File: config.mk
export PLATFORM = sky130hd
export DESIGN_NAME = i2s_codec_if
export DESIGN_NICKNAME = d
export VERILOG_FILES = /design/src/rtl/acortex_i2s_pkg.sv /design/src/rtl/i2s_clk_gen.sv /design/src/rtl/i2s_codec_if.sv
export SDC_FILE = /design/constraint.sdc
export NUM_CORES = 1
export LEC_CHECK = 0
export CORE_MARGIN = 10
export CORE_UTILIZATION = 48
export CTS_CLUSTER_SIZE = 16
export DETAILED_ROUTE_END_ITERATION = 8
export GPL_ROUTABILITY_DRIVEN = 0
export PLACE_DENSITY = 0.85
export SLEW_MARGIN = 20
export SYNTH_ARGS = -nofsm -noshare
export SYNTH_HDL_FRONTEND = slang
export SYNTH_HIERARCHICAL = 1
export SYNTH_SLANG_ARGS = --single-unit
export TNS_END_PERCENT = 1
File: constraint.sdc
create_clock -name acortex_clk -period 2.9 [get_ports acortex_clk]
set_clock_uncertainty 0.1 [all_clocks]
set_input_delay 0.725 -clock acortex_clk [delete_from_list [all_inputs] [get_ports acortex_clk]]
set_output_delay 0.725 -clock acortex_clk [all_outputs]
set_load 0.05 [all_outputs]
File: src/rtl/acortex_i2s_pkg.sv
// Shared constants and types for the acortex I2S codec interface.
package acortex_i2s_pkg;

    localparam logic [7:0] I2S_CONTROL_REG_ADDR   = 8'h00;
    localparam logic [7:0] I2S_FRAME_CNT_REG_ADDR = 8'h01;

    localparam int SLOT_BITS  = 32;
    localparam int FRAME_BITS = 2 * SLOT_BITS;

    typedef enum logic {IDLE, RUN} i2s_state_t;

endpackage

File: src/rtl/i2s_clk_gen.sv
// BCLK/LRCLK generator for the I2S master: divider, bit counter and tick strobes.
module i2s_clk_gen
    import acortex_i2s_pkg::*;
#(
    parameter int BCLK_HALF = 4
) (
    input  logic       acortex_clk,
    input  logic       acortex_rst_n,
    input  logic       run,
    output logic       aud_bclk,
    output logic       aud_lrclk,
    output logic [5:0] bit_cnt,
    output logic       rise_tick,
    output logic       fall_tick,
    output logic       frame_start
);

    localparam int DIV_W = (BCLK_HALF > 1) ? $clog2(BCLK_HALF) : 1;

    logic [DIV_W-1:0] div_cnt;
    logic             started;
    logic             div_tc;
    logic [5:0]       bit_cnt_nxt;

    assign div_tc    = (div_cnt == DIV_W'(BCLK_HALF - 1));
    assign rise_tick = run && div_tc && !aud_bclk;
    assign fall_tick = run && div_tc && aud_bclk;

    // The first falling edge after enabling opens a left slot, as does every wrap.
    assign frame_start = fall_tick && (!started || bit_cnt == 6'(FRAME_BITS - 1));
    assign bit_cnt_nxt = frame_start ? 6'd0 : bit_cnt + 6'd1;

    // NOTE: sequential state uses non-blocking assignments with an async active-low reset.
    always_ff @(posedge acortex_clk or negedge acortex_rst_n) begin
        if (!acortex_rst_n) begin
            div_cnt   <= '0;
            aud_bclk  <= 1'b0;
            aud_lrclk <= 1'b1;
            bit_cnt   <= '0;
            started   <= 1'b0;
        end else if (!run) begin
            div_cnt   <= '0;
            aud_bclk  <= 1'b0;
            aud_lrclk <= 1'b1;
            bit_cnt   <= '0;
            started   <= 1'b0;
        end else begin
            div_cnt <= div_tc ? '0 : div_cnt + DIV_W'(1);
            if (div_tc) aud_bclk <= !aud_bclk;
            if (fall_tick) begin
                bit_cnt   <= bit_cnt_nxt;
                aud_lrclk <= (bit_cnt_nxt >= 6'(SLOT_BITS));
                started   <= 1'b1;
            end
        end
    end

endmodule

File: src/rtl/i2s_codec_if.sv
// I2S master front end: register block, ADC deserialiser and DAC serialiser.
// Optional build macro: I2S_CODEC_IF_LOOPBACK_EN (control bit1 routes aud_dacdat into the ADC path).
module i2s_codec_if
    import acortex_i2s_pkg::*;
#(
    parameter int LB_DATA_W = 32,
    parameter int LB_ADDR_W = 8,
    parameter int BIT_W     = 16,
    parameter int BCLK_HALF = 4
) (
    input  logic                 acortex_clk,
    input  logic                 acortex_rst_n,
    input  logic                 lb_wr_en,
    input  logic                 lb_rd_en,
    input  logic [LB_ADDR_W-1:0] lb_addr,
    input  logic [LB_DATA_W-1:0] lb_wr_data,
    output logic                 lb_wr_valid,
    output logic                 lb_rd_valid,
    output logic [LB_DATA_W-1:0] lb_rd_data,
    output logic                 adc_pcm_valid,
    output logic [31:0]          adc_lpcm_data,
    output logic [31:0]          adc_rpcm_data,
    output logic                 dac_pcm_nxt,
    input  logic [31:0]          dac_lpcm_data,
    input  logic [31:0]          dac_rpcm_data,
    output logic                 aud_bclk,
    output logic                 aud_lrclk,
    output logic                 aud_dacdat,
    input  logic                 aud_adcdat
);

    i2s_state_t           state;
    logic                 run;
    logic                 rise_tick, fall_tick, frame_start;
    logic [5:0]           bit_cnt;
    logic [6:0]           bit_pos;
    logic                 cap_l, cap_r, adc_bit, publish;
    logic [BIT_W-1:0]     adc_l_sr, adc_r_sr;
    logic [FRAME_BITS-1:0] dac_sr;
    logic [SLOT_BITS-1:0] dac_l_al, dac_r_al;
    logic                 frame_full, frame_start_q;
    logic [15:0]          frame_cnt;
    logic                 ctrl_wr;
    logic [LB_DATA_W-1:0] ctrl_rd_val;
    logic                 unused_wr_bits;

    assign run            = (state == RUN);
    assign ctrl_wr        = lb_wr_en && (lb_addr == LB_ADDR_W'(I2S_CONTROL_REG_ADDR));
    assign unused_wr_bits = ^lb_wr_data;

    i2s_clk_gen #(.BCLK_HALF(BCLK_HALF)) u_clk_gen (
        .acortex_clk   (acortex_clk),
        .acortex_rst_n (acortex_rst_n),
        .run           (run),
        .aud_bclk      (aud_bclk),
        .aud_lrclk     (aud_lrclk),
        .bit_cnt       (bit_cnt),
        .rise_tick     (rise_tick),
        .fall_tick     (fall_tick),
        .frame_start   (frame_start)
    );

`ifdef I2S_CODEC_IF_LOOPBACK_EN
    logic loopback;

    always_ff @(posedge acortex_clk or negedge acortex_rst_n) begin
        if (!acortex_rst_n)  loopback <= 1'b0;
        else if (ctrl_wr)    loopback <= lb_wr_data[1];
    end

    assign adc_bit = loopback ? aud_dacdat : aud_adcdat;
`else
    assign adc_bit = aud_adcdat;
`endif

    // NOTE: give every always_comb output a default first so no latch is inferred.
    always_comb begin
        ctrl_rd_val    = '0;
        ctrl_rd_val[0] = run;
`ifdef I2S_CODEC_IF_LOOPBACK_EN
        ctrl_rd_val[1] = loopback;
`endif
    end

    always_ff @(posedge acortex_clk or negedge acortex_rst_n) begin
        if (!acortex_rst_n) begin
            state       <= IDLE;
            lb_wr_valid <= 1'b0;
            lb_rd_valid <= 1'b0;
            lb_rd_data  <= '0;
            frame_cnt   <= '0;
        end else begin
            lb_wr_valid <= lb_wr_en;
            lb_rd_valid <= lb_rd_en;
            if (ctrl_wr) state <= lb_wr_data[0] ? RUN : IDLE;
            if (ctrl_wr && lb_wr_data[0] && !run) frame_cnt <= '0;
            else if (publish)                     frame_cnt <= frame_cnt + 16'd1;
            if (lb_rd_en) begin
                if (lb_addr == LB_ADDR_W'(I2S_CONTROL_REG_ADDR))
                    lb_rd_data <= ctrl_rd_val;
                else if (lb_addr == LB_ADDR_W'(I2S_FRAME_CNT_REG_ADDR))
                    lb_rd_data <= LB_DATA_W'(frame_cnt);
                else
                    lb_rd_data <= LB_DATA_W'(32'hdeadbabe);
            end
        end
    end

    // ADC bits sit one BCLK behind each slot edge; at BIT_W = 32 the right LSB
    // would fall after the frame boundary and is not captured.
    assign bit_pos = {1'b0, bit_cnt};
    assign cap_l   = rise_tick && (bit_pos >= 7'd1) && (bit_pos <= 7'(BIT_W));
    assign cap_r   = rise_tick && (bit_pos >= 7'(SLOT_BITS + 1)) && (bit_pos <= 7'(SLOT_BITS + BIT_W));
    assign publish = frame_start && frame_full;

    assign dac_l_al = dac_lpcm_data << (SLOT_BITS - BIT_W);
    assign dac_r_al = dac_rpcm_data << (SLOT_BITS - BIT_W);

    always_ff @(posedge acortex_clk or negedge acortex_rst_n) begin
        if (!acortex_rst_n) begin
            adc_l_sr      <= '0;
            adc_r_sr      <= '0;
            dac_sr        <= '0;
            aud_dacdat    <= 1'b0;
            frame_full    <= 1'b0;
            frame_start_q <= 1'b0;
            adc_pcm_valid <= 1'b0;
            dac_pcm_nxt   <= 1'b0;
            adc_lpcm_data <= '0;
            adc_rpcm_data <= '0;
        end else if (!run) begin
            adc_l_sr      <= '0;
            adc_r_sr      <= '0;
            dac_sr        <= '0;
            aud_dacdat    <= 1'b0;
            frame_full    <= 1'b0;
            frame_start_q <= 1'b0;
            adc_pcm_valid <= 1'b0;
            dac_pcm_nxt   <= 1'b0;
        end else begin
            frame_start_q <= frame_start;
            dac_pcm_nxt   <= frame_start_q;
            adc_pcm_valid <= publish;
            if (cap_l) adc_l_sr <= {adc_l_sr[BIT_W-2:0], adc_bit};
            if (cap_r) adc_r_sr <= {adc_r_sr[BIT_W-2:0], adc_bit};
            if (fall_tick) begin
                aud_dacdat <= dac_sr[FRAME_BITS-1];
                dac_sr     <= frame_start ? {dac_l_al, dac_r_al} : dac_sr << 1;
            end
            if (frame_start) frame_full <= 1'b1;
            if (publish) begin
                adc_lpcm_data <= 32'(signed'(adc_l_sr));
                adc_rpcm_data <= 32'(signed'(adc_r_sr));
            end
        end
    end

endmodule

# Word-level counts from Yosys, hierarchy flattened
# Cells that the tools add are included.
# classes
eq_ne	8
mux	30
n_addsub	3
magnitude_cmp	5
reduce_logical	19
# ops
cell	count
64-bit two-way mux	3
16-bit two-way mux	6
32-bit two-way mux	2
6-bit two-way mux	3
16-bit by 1-bit adder with 16-bit output, second input constant	1
1-bit two-way mux	14
6-bit greater-or-equal comparator, second input constant	2
1-bit logical AND	12
2-bit by 1-bit inequality test with 1-bit output, second input constant	5
8-bit by 1-bit == test with 1-bit output, second input constant	1
8-bit logical NOT	1
6-bit by 1-bit adder with 6-bit output, second input constant	1
6-bit == test, second input constant	1
6-bit by 1-bit greater-or-equal comparator with 1-bit output, second input constant	1
6-bit by 5-bit less-or-equal comparator with 1-bit output, second input constant	1
6-bit less-or-equal comparator, second input constant	1
2-bit two-way mux	2
1-bit logical NOT	3
2-bit by 1-bit adder with 2-bit output, second input constant	1
2-bit == test, second input constant	1
2-bit AND reduction	1
2-bit nonzero test	1
1-bit logical OR	1
# word_totals
out_inout_bits	103
elab_cells	85
in_bits	109
ff_bits	195

# Longest topological paths before layout
# Gate-level depths: netlist of run 1.
# logic_depth
word_depth	8
depth_mapped	10
ltp_nobuf	8

# Modules after synthesis
# Netlist of run 1, hierarchy kept.
# by_module_without_submodules
mod	seq_area_each_um2	instances	cells_each	area_per_inst_um2
i2s_codec_if	3828.7	1	586	6960.4
i2s_clk_gen	276.5	1	62	599.3

# Worst setup path before layout of run 1
# Ideal clock, no wire load.
# synth_timing
kind	register to register
start	register u_clk_gen.aud_bclk
end	register frame_cnt[15]
required_time_ns	2.722
synth_period_minus_slack_ns	2.623
setup_ns	0.078
path_stages_with_launch	10
setup_slack_ns	0.277
path_buffers	2
t_arrival_ns	2.446
cell_sequence	dfrtp_1 buf_6 nand3_1 inv_1 and2_1 buf_4 nand4_2 or4_4 or3_1 a21oi_1
# synth_between
elab_chain_cells	4
# synth_rtl
element	line_no	source
start: declaration	i2s_clk_gen.sv:10	output logic aud_bclk,
start signal: assignment	i2s_clk_gen.sv:49	if (div_tc) aud_bclk <= !aud_bclk;
1-bit logical AND	i2s_clk_gen.sv:27	assign fall_tick = run && div_tc && aud_bclk;
net fall_tick	i2s_codec_if.sv:34	logic rise_tick, fall_tick, frame_start;
1-bit logical AND	i2s_clk_gen.sv:30	assign frame_start = fall_tick && (!started || bit_cnt == 6'(FRAME_BITS - 1));
net frame_start	i2s_codec_if.sv:34	
1-bit logical AND	i2s_codec_if.sv:114	assign publish = frame_start && frame_full;
2-bit nonzero test (no line)	--	
end signal: assignment	i2s_codec_if.sv:97	else if (publish) frame_cnt <= frame_cnt + 16'd1;
end: declaration	i2s_codec_if.sv:42	logic [15:0] frame_cnt;
# The timed path passes the listed nets, and every way through them passes these cells.
# A chain may end at the register's enable or synchronous reset.

# Worst setup path in the final report of run 1
# layout_timing
start	register u_clk_gen.bit_cnt[0]
end	register frame_cnt[15]
# layout_between
elab_chain_cells	5
# layout_rtl
element	line_no	source
start: declaration	i2s_clk_gen.sv:12	output logic [5:0] bit_cnt,
start signal: assignment	i2s_clk_gen.sv:51	bit_cnt <= bit_cnt_nxt;
6-bit == test	i2s_clk_gen.sv:30	
1-bit logical OR	i2s_clk_gen.sv:30	
1-bit logical AND	i2s_clk_gen.sv:30	
net frame_start	i2s_codec_if.sv:34	
1-bit logical AND	i2s_codec_if.sv:114	
2-bit nonzero test (no line)	--	
# The timed path passes the listed nets, and every way through them passes these cells.

==> metrics.txt, run 1 <==
Tcrit/Tclk final=0.950; crit path max-delay cell type=dfrtp_1; synth warn=6; slew margin rel.=0.304; Pre-antenna DRT Iters=4; Top delay family on crit path=simple AND/OR/NAND/NOR gates; synthesized area per cell=11.7 sq um; Clock Latency Late Sink=0.42 ns; worst hold-check path type=primary input to async pin; Post-Syn Area=7560 sq um; CTS tree=done; Slew Viols, Final=0; Total GRT Usage=0.157; CP Cell Sequence=ha_1 > nand3_1 > o21ai_1 > and2_2 > nand4_2 > or4_4 > or3_1 > a21oi_1; clock tree buffer depth=2; Adder-Cell Fraction of Synth Area=0.00497; Max Cap Viol=0; synth-to-layout area growth=25.5%; Final setup viols=0; startpoint types=register; Net count, final=854; unrepaired setup endpoints after global routing=false; Clock Tree Root=clkbuf_16; number of global-route vias before repair=5333; fmax=363 MHz; via count=5114; minimum clock period=2.76 ns; via-per-instance ratio=5.31; simple-gate share of the synthesized area=0.125; Async SR Flop Fraction=1.00; Compound-Gate Fraction of Synth Area=0.0942; largest net degree at the start of global routing=74; Seq cells post-synth=164; Hold Buf Count CTS=0; Worst Max-Slew Pin Slew=1.04 ns; Core Area=15300 sq um; R2R Setup Slk=0.14 ns; post-synthesis mux area share=0.143; DPL Wire Length=11300 um; Crit Path Max Fanout=7; multi-input logic area=2890 sq um; initial antenna violation count=0; htree depth=4; crit path buf inv count=0; Hold Fails Final Rpt=0; PortBufs=143; cts repair resizes=0; clock transition at the registers of the reported paths=0.06 ns; remaining antenna violation count after routing=0; outcome=completed; P_leak=0.00453 uW; fraction of layout cells with a size suffix above 1=0.126; post-synth cell types=54; Worst VDD drop=0.392 mV; Detailed Route WL=16400 um; critical path's largest stage delay=0.51 ns; Final Power=4820 uW; crit path DAT=3.00 ns; Setup Crit Path Kind=register to register; number of flops mapped to enable cells by yosys=0; CP Capture Type=register; Sink Count=164; PwrDens=508 nW/um^2; Fillers=1162; setup TNS=0 ns; crit path launch=u_clk_gen/bit_cnt[0]; first-pass GRT wire length=27700 um; iteration-0 DRC count of the detailed router=356; Synth Area in XOR/XNOR=0.0127; Worst EP required=3.15 ns; reg2reg start=u_clk_gen/bit_cnt[0]; grt ovf=0; total CTS buffers=17; Gate Count Post-Synth=648; register area share after synthesis=0.543; die span in x=145 um; Initial Util=0.494; Rows=45; Post-CTS Setup Inserts=0; I/O pins=212; die area=21200 sq um; # DRC=0; routed wire length per instance=17.0 um; Reg area=4110 sq um; Die Y=145 um; largest family of logic cells by synthesized area=multiplexers; main flop type after synthesis=dfrtp_1; # diodes=0
worst reg2reg max path: stages (launching register included):
cell and delay (ns):
dfrtp_1 0.51, ha_1 0.27, nand3_1 0.14, o21ai_1 0.23
and2_2 0.26, nand4_2 0.17, or4_4 0.48, or3_1 0.38
a21oi_1 0.15
area by class of cell:
type,instances,area share
inverters,10,0.00396
well taps,211,0.0278
multi-input cells,390,0.305
repair buffers,159,0.168
clock buffers,20,0.0482
flip-flops and latches,164,0.433
clock inverters,9,0.0139
per-layer routing:
metal,part of all wire,wire (um),vias up,GRT usage
li1,-,-,2402,-
met1,0.43,7020,2511,0.190
met4,0.015,253,0,0.0511
met2,0.50,8230,171,0.259
met5,0,0,-,0
met3,0.054,891,30,0.0494
final timing paths:
check,end,cells past startpoint
min in group acortex_clk,u_clk_gen/div_cnt[0],1
max,frame_cnt[15],8
max in group asynchronous,u_clk_gen/aud_lrclk,2
min reg2reg,u_clk_gen/div_cnt[0],1
min,adc_rpcm_data[6],1
max reg2reg,frame_cnt[15],8
cell usage in the layout (no fill, tap or decap), types with 4 or more instances in the layout:
master / netlist / layout
dfrtp_1: 163 / 162
clkdlybuf4s50_1: 0 / 139
mux2i_1: 66 / 66
nand2_1: 61 / 61
nor2b_1: 36 / 36
mux2_2: 34 / 34
o211a_1: 31 / 31
nor2_1: 27 / 27
clkbuf_16: 0 / 17
a22o_1: 16 / 16
buf_4: 49 / 13
a31oi_1: 11 / 11
nand3_1: 11 / 11
inv_1: 10 / 9
o21ai_0: 9 / 9
a21oi_1: 8 / 8
xnor2_1: 8 / 8
and2_1: 8 / 7
o22ai_1: 5 / 5
conb_1: 1 / 5
nand4_1: 4 / 4
nor4_1: 4 / 4
or3_1: 4 / 4
nand3b_1: 4 / 4
kinds of logic after synthesis:
logic type,count (synthesis)
other,1
multiplexers,102
buffers and inverters,98
AND/OR/NAND/NOR,179
adder cells (fa/ha/maj),3
AO/OA/AOI/OAI,90
XOR/XNOR,11
flip-flops,164
flip-flops by register name (all words and copies together) (netlist names):
name / flops
u_clk_gen/div_cnt: 2
adc_l_sr: 16
lb_rd_data: 17
dac_pcm_nxt: 1
u_clk_gen/aud_lrclk: 1
frame_cnt: 16
u_clk_gen/started: 1
u_clk_gen/aud_bclk: 1
lb_rd_valid: 1
adc_rpcm_data: 16
run: 1
frame_start_q: 1
aud_dacdat: 1
dac_sr: 48
adc_pcm_valid: 1
lb_wr_valid: 1
frame_full: 1
adc_r_sr: 16
u_clk_gen/bit_cnt: 6
adc_lpcm_data: 16
metrics by stage:
stage | setup WS, ns | util | instances | area, sq um | hold slack (ns)
global placement | 0.308 | 0.580 | 934 | 8890 | 0.327
floorplan | 0.277 | - | 652 | 7570 | 0.315
CTS | 0.106 | 0.619 | 963 | 9480 | 0.230
finish | 0.144 | 0.619 | 963 | 9480 | 0.208
detailed placement | 0.241 | 0.580 | 934 | 8890 | 0.339
global route | 0.00372 | 0.619 | 963 | 9480 | 0.250
synthesized netlist by cell type (all sizes together), types with 2 or more instances:
library cell  count  area share
o21ai            11      0.0073
a21oi             8      0.0053
xnor2             8      0.0093
a31o              2      0.0023
buf              60       0.058
o211a            31       0.041
o22ai             5      0.0041
nand2            62       0.032
ha                3      0.0050
nand3            12      0.0086
and2              8      0.0066
nor2             27       0.013
nor4b             2      0.0023
a21boi            2      0.0025
and3              2      0.0017
a211oi            2      0.0020
mux2i            68       0.092
or3               5      0.0043
xor2              3      0.0035
nor2b            36       0.030
a31oi            11      0.0091
nor4              5      0.0061
mux2             34       0.051
inv              10      0.0050
a22o             16       0.019
nand4             5      0.0050
nand3b            4      0.0040
dfrtp           163        0.54
clkbuf           28       0.014
nor3              3      0.0020
where the power goes:
group	internal [uW]	switching, uW	leakage (uW)	total, uW
logic	101	143	0.00211	243
registers	2300	18.6	0.00214	2320
clock network	1380	873	0.000280	2260
Note: power is estimated with default switching activity, not from simulation.
==> run 2, diff against run 1 <==
CORE_UTILIZATION = 25   (was 48)
PLACE_DENSITY = 0.52   (was 0.85)
==> run 2 against run 1 <==
  * Combinational power about the same
  * Final cell count increased by 19%
  * Core utilization down 29 points
  * Worst setup slack better by 0.011 ns
  * Fmax rose by 0.40%
  * Sequential share of layout area decreased by 0.98 points
  * Critical path type is now register to output port
  * Largest cell class unchanged
  * Largest power group unchanged
  * Highest routed layer unchanged
==> metrics.txt, run 2 (synthesis gave the netlist of run 1 again) <==
routed wire length per instance=15.0 um (-12%); Sink Count=164 (unchanged); Pre-antenna DRT Iters=4 (unchanged); crit path launch=adc_rpcm_data[15]; Detailed Route WL=17200 um (+5.1%); Post-CTS Setup Inserts=0 (unchanged); die span in x=194 um (+33%); P_leak=0.00459 uW (+1.3%); Hold Buf Count CTS=0 (unchanged); cts repair resizes=0 (unchanged); CP Cell Sequence=clkdlybuf4s50_1; Tcrit/Tclk final=0.947 (-0.00381); Rows=63 (+40%); CTS tree=done; worst hold-check path type=primary input to async pin; Hold Fails Final Rpt=0 (unchanged); Die Y=194 um (+33%); commonest non-fill, non-tap cell in the layout=dfrtp_1; via-per-instance ratio=4.28 (-19%); fmax=364 MHz (+0.40%); PwrDens=485 nW/um^2 (-4.6%); multi-input logic area=2890 sq um (unchanged); reg2reg start=u_clk_gen/bit_cnt[0]; outcome=completed; Final Power=4710 uW (-2.4%); # diodes=0 (unchanged); Clock Tree Root=clkbuf_16; htree depth=4 (unchanged); Slew Viols, Final=0 (unchanged); Worst Max-Slew Pin Slew=1.06 ns (+0.0147 ns); initial antenna violation count=1 (+1); Top delay family on crit path=buffers and inverters; via count=4917 (-3.9%); Final setup viols=0 (unchanged); Reg area=4110 sq um (unchanged); Total GRT Usage=0.0913 (-0.0653); I/O pins=212 (unchanged); Max Cap Viol=0 (unchanged); Largest Register=dac_sr; total CTS buffers=17 (unchanged); Worst EP required=2.08 ns (-1.07 ns); unrepaired setup endpoints after global routing=false; startpoint types=register; crit path buf inv count=1 (+1); slew margin rel.=0.294 (-0.00985); Worst VDD drop=0.322 mV (-18%); remaining antenna violation count after routing=0 (unchanged); Initial Util=0.254 (-0.239); number of global-route vias before repair=5111 (-4.2%); crit path DAT=1.92 ns (-1.08 ns); first-pass GRT wire length=28400 um (+2.7%); die area=37600 sq um (+78%); DPL Wire Length=11600 um (+2.7%); setup TNS=0 ns (unchanged); Net count, final=858 (+0.47%); Regs by FF count=dac_sr: 48 flops, lb_rd_data: 17 flops; max reg flops=48 (unchanged); CP Capture Type=output port; clock tree buffer depth=2 (unchanged); # DRC=0 (unchanged); largest net degree at the start of global routing=65 (-12%); Clock Latency Late Sink=0.42 ns (about the same); Core Area=29700 sq um (+94%); commonest non-fill, non-tap cells in the layout=dfrtp_1, clkdlybuf4s50_1, mux2i_1; Fillers=2983 (+160%); minimum clock period=2.75 ns (-0.0111 ns); iteration-0 DRC count of the detailed router=267 (-25%); Crit Path Max Fanout=18 (+11); crit path max-delay cell type=clkdlybuf4s50_1; grt ovf=0 (unchanged); synth-to-layout area growth=28.4%; critical path's largest stage delay=0.90 ns (+0.39 ns); Setup Crit Path Kind=register to output port; clock transition at the registers of the reported paths=0.07 ns (about the same); PortBufs=143 (unchanged); fraction of layout cells with a size suffix above 1=0.134 (+0.00806)
run 2: cell count changes in the layout (fill, tap and decap cells not counted), sizes merged:
cell | before | now
inv | 11 | 16
buf | 17 | 21
bufinv | 3 | 0
clkdlybuf4s50 | 139 | 136
clkinv | 2 | 5
dlymetal6s2s | 3 | 6
clkbuf | 20 | 18
run 2: path summary, 6_finish.rpt:
kind	endpoint	slack, ns	cells past startpoint
setup / recovery	adc_rpcm_data[23]	0.15	1
hold / removal	lb_rd_data[30]	0.14	1
setup reg to reg	frame_cnt[15]	0.27	8
hold reg to reg	u_clk_gen/div_cnt[0]	0.36	1
max in group asynchronous	adc_l_sr[12]	1.84	2
min in group acortex_clk	u_clk_gen/div_cnt[0]	0.36	1
run 2: layer usage:
layer | track usage | vias to the layer above | share of wire
li1 | - | 2405 | -
met1 | 0.117 | 2397 | 0.48
met2 | 0.139 | 106 | 0.45
met3 | 0.0363 | 9 | 0.063
met4 | 0.0256 | 0 | 0.0080
met5 | 0 | - | 0
run 2: cell type report:
class,count,share of cell area
Clock inverter,14,0.0121
Inverter,10,0.00387
Clock buffer,18,0.0442
Multi-Input combinational cell,390,0.298
Sequential cell,164,0.423
Tap cell,390,0.0503
Timing Repair Buffer,163,0.169
run 2: per-stage QoR:
| stage | setup slack [ns] | cell area (sq um) | cells | hold WS, ns | util |
|---|---|---|---|---|---|
| final | 0.155 | 9700 | 1149 | 0.139 | 0.327 |
| after global routing | 0.00319 | 9700 | 1149 | 0.166 | 0.327 |
| after global placement | 0.298 | 9140 | 1117 | 0.332 | 0.308 |
| after CTS | 0.0859 | 9690 | 1149 | 0.159 | 0.326 |
| after floorplan | 0.277 | 7570 | 652 | 0.315 | - |
| after detailed placement | 0.298 | 9140 | 1117 | 0.335 | 0.308 |
run 2: where the power goes:
| part | internal (uW) | total, uW | switching, uW |
|---|---|---|---|
| combinational | 100 | 241 | 141 |
| sequential | 2300 | 2320 | 18.4 |
| clock | 1120 | 2150 | 1030 |
| total | 3520 | 4710 | 1190 |
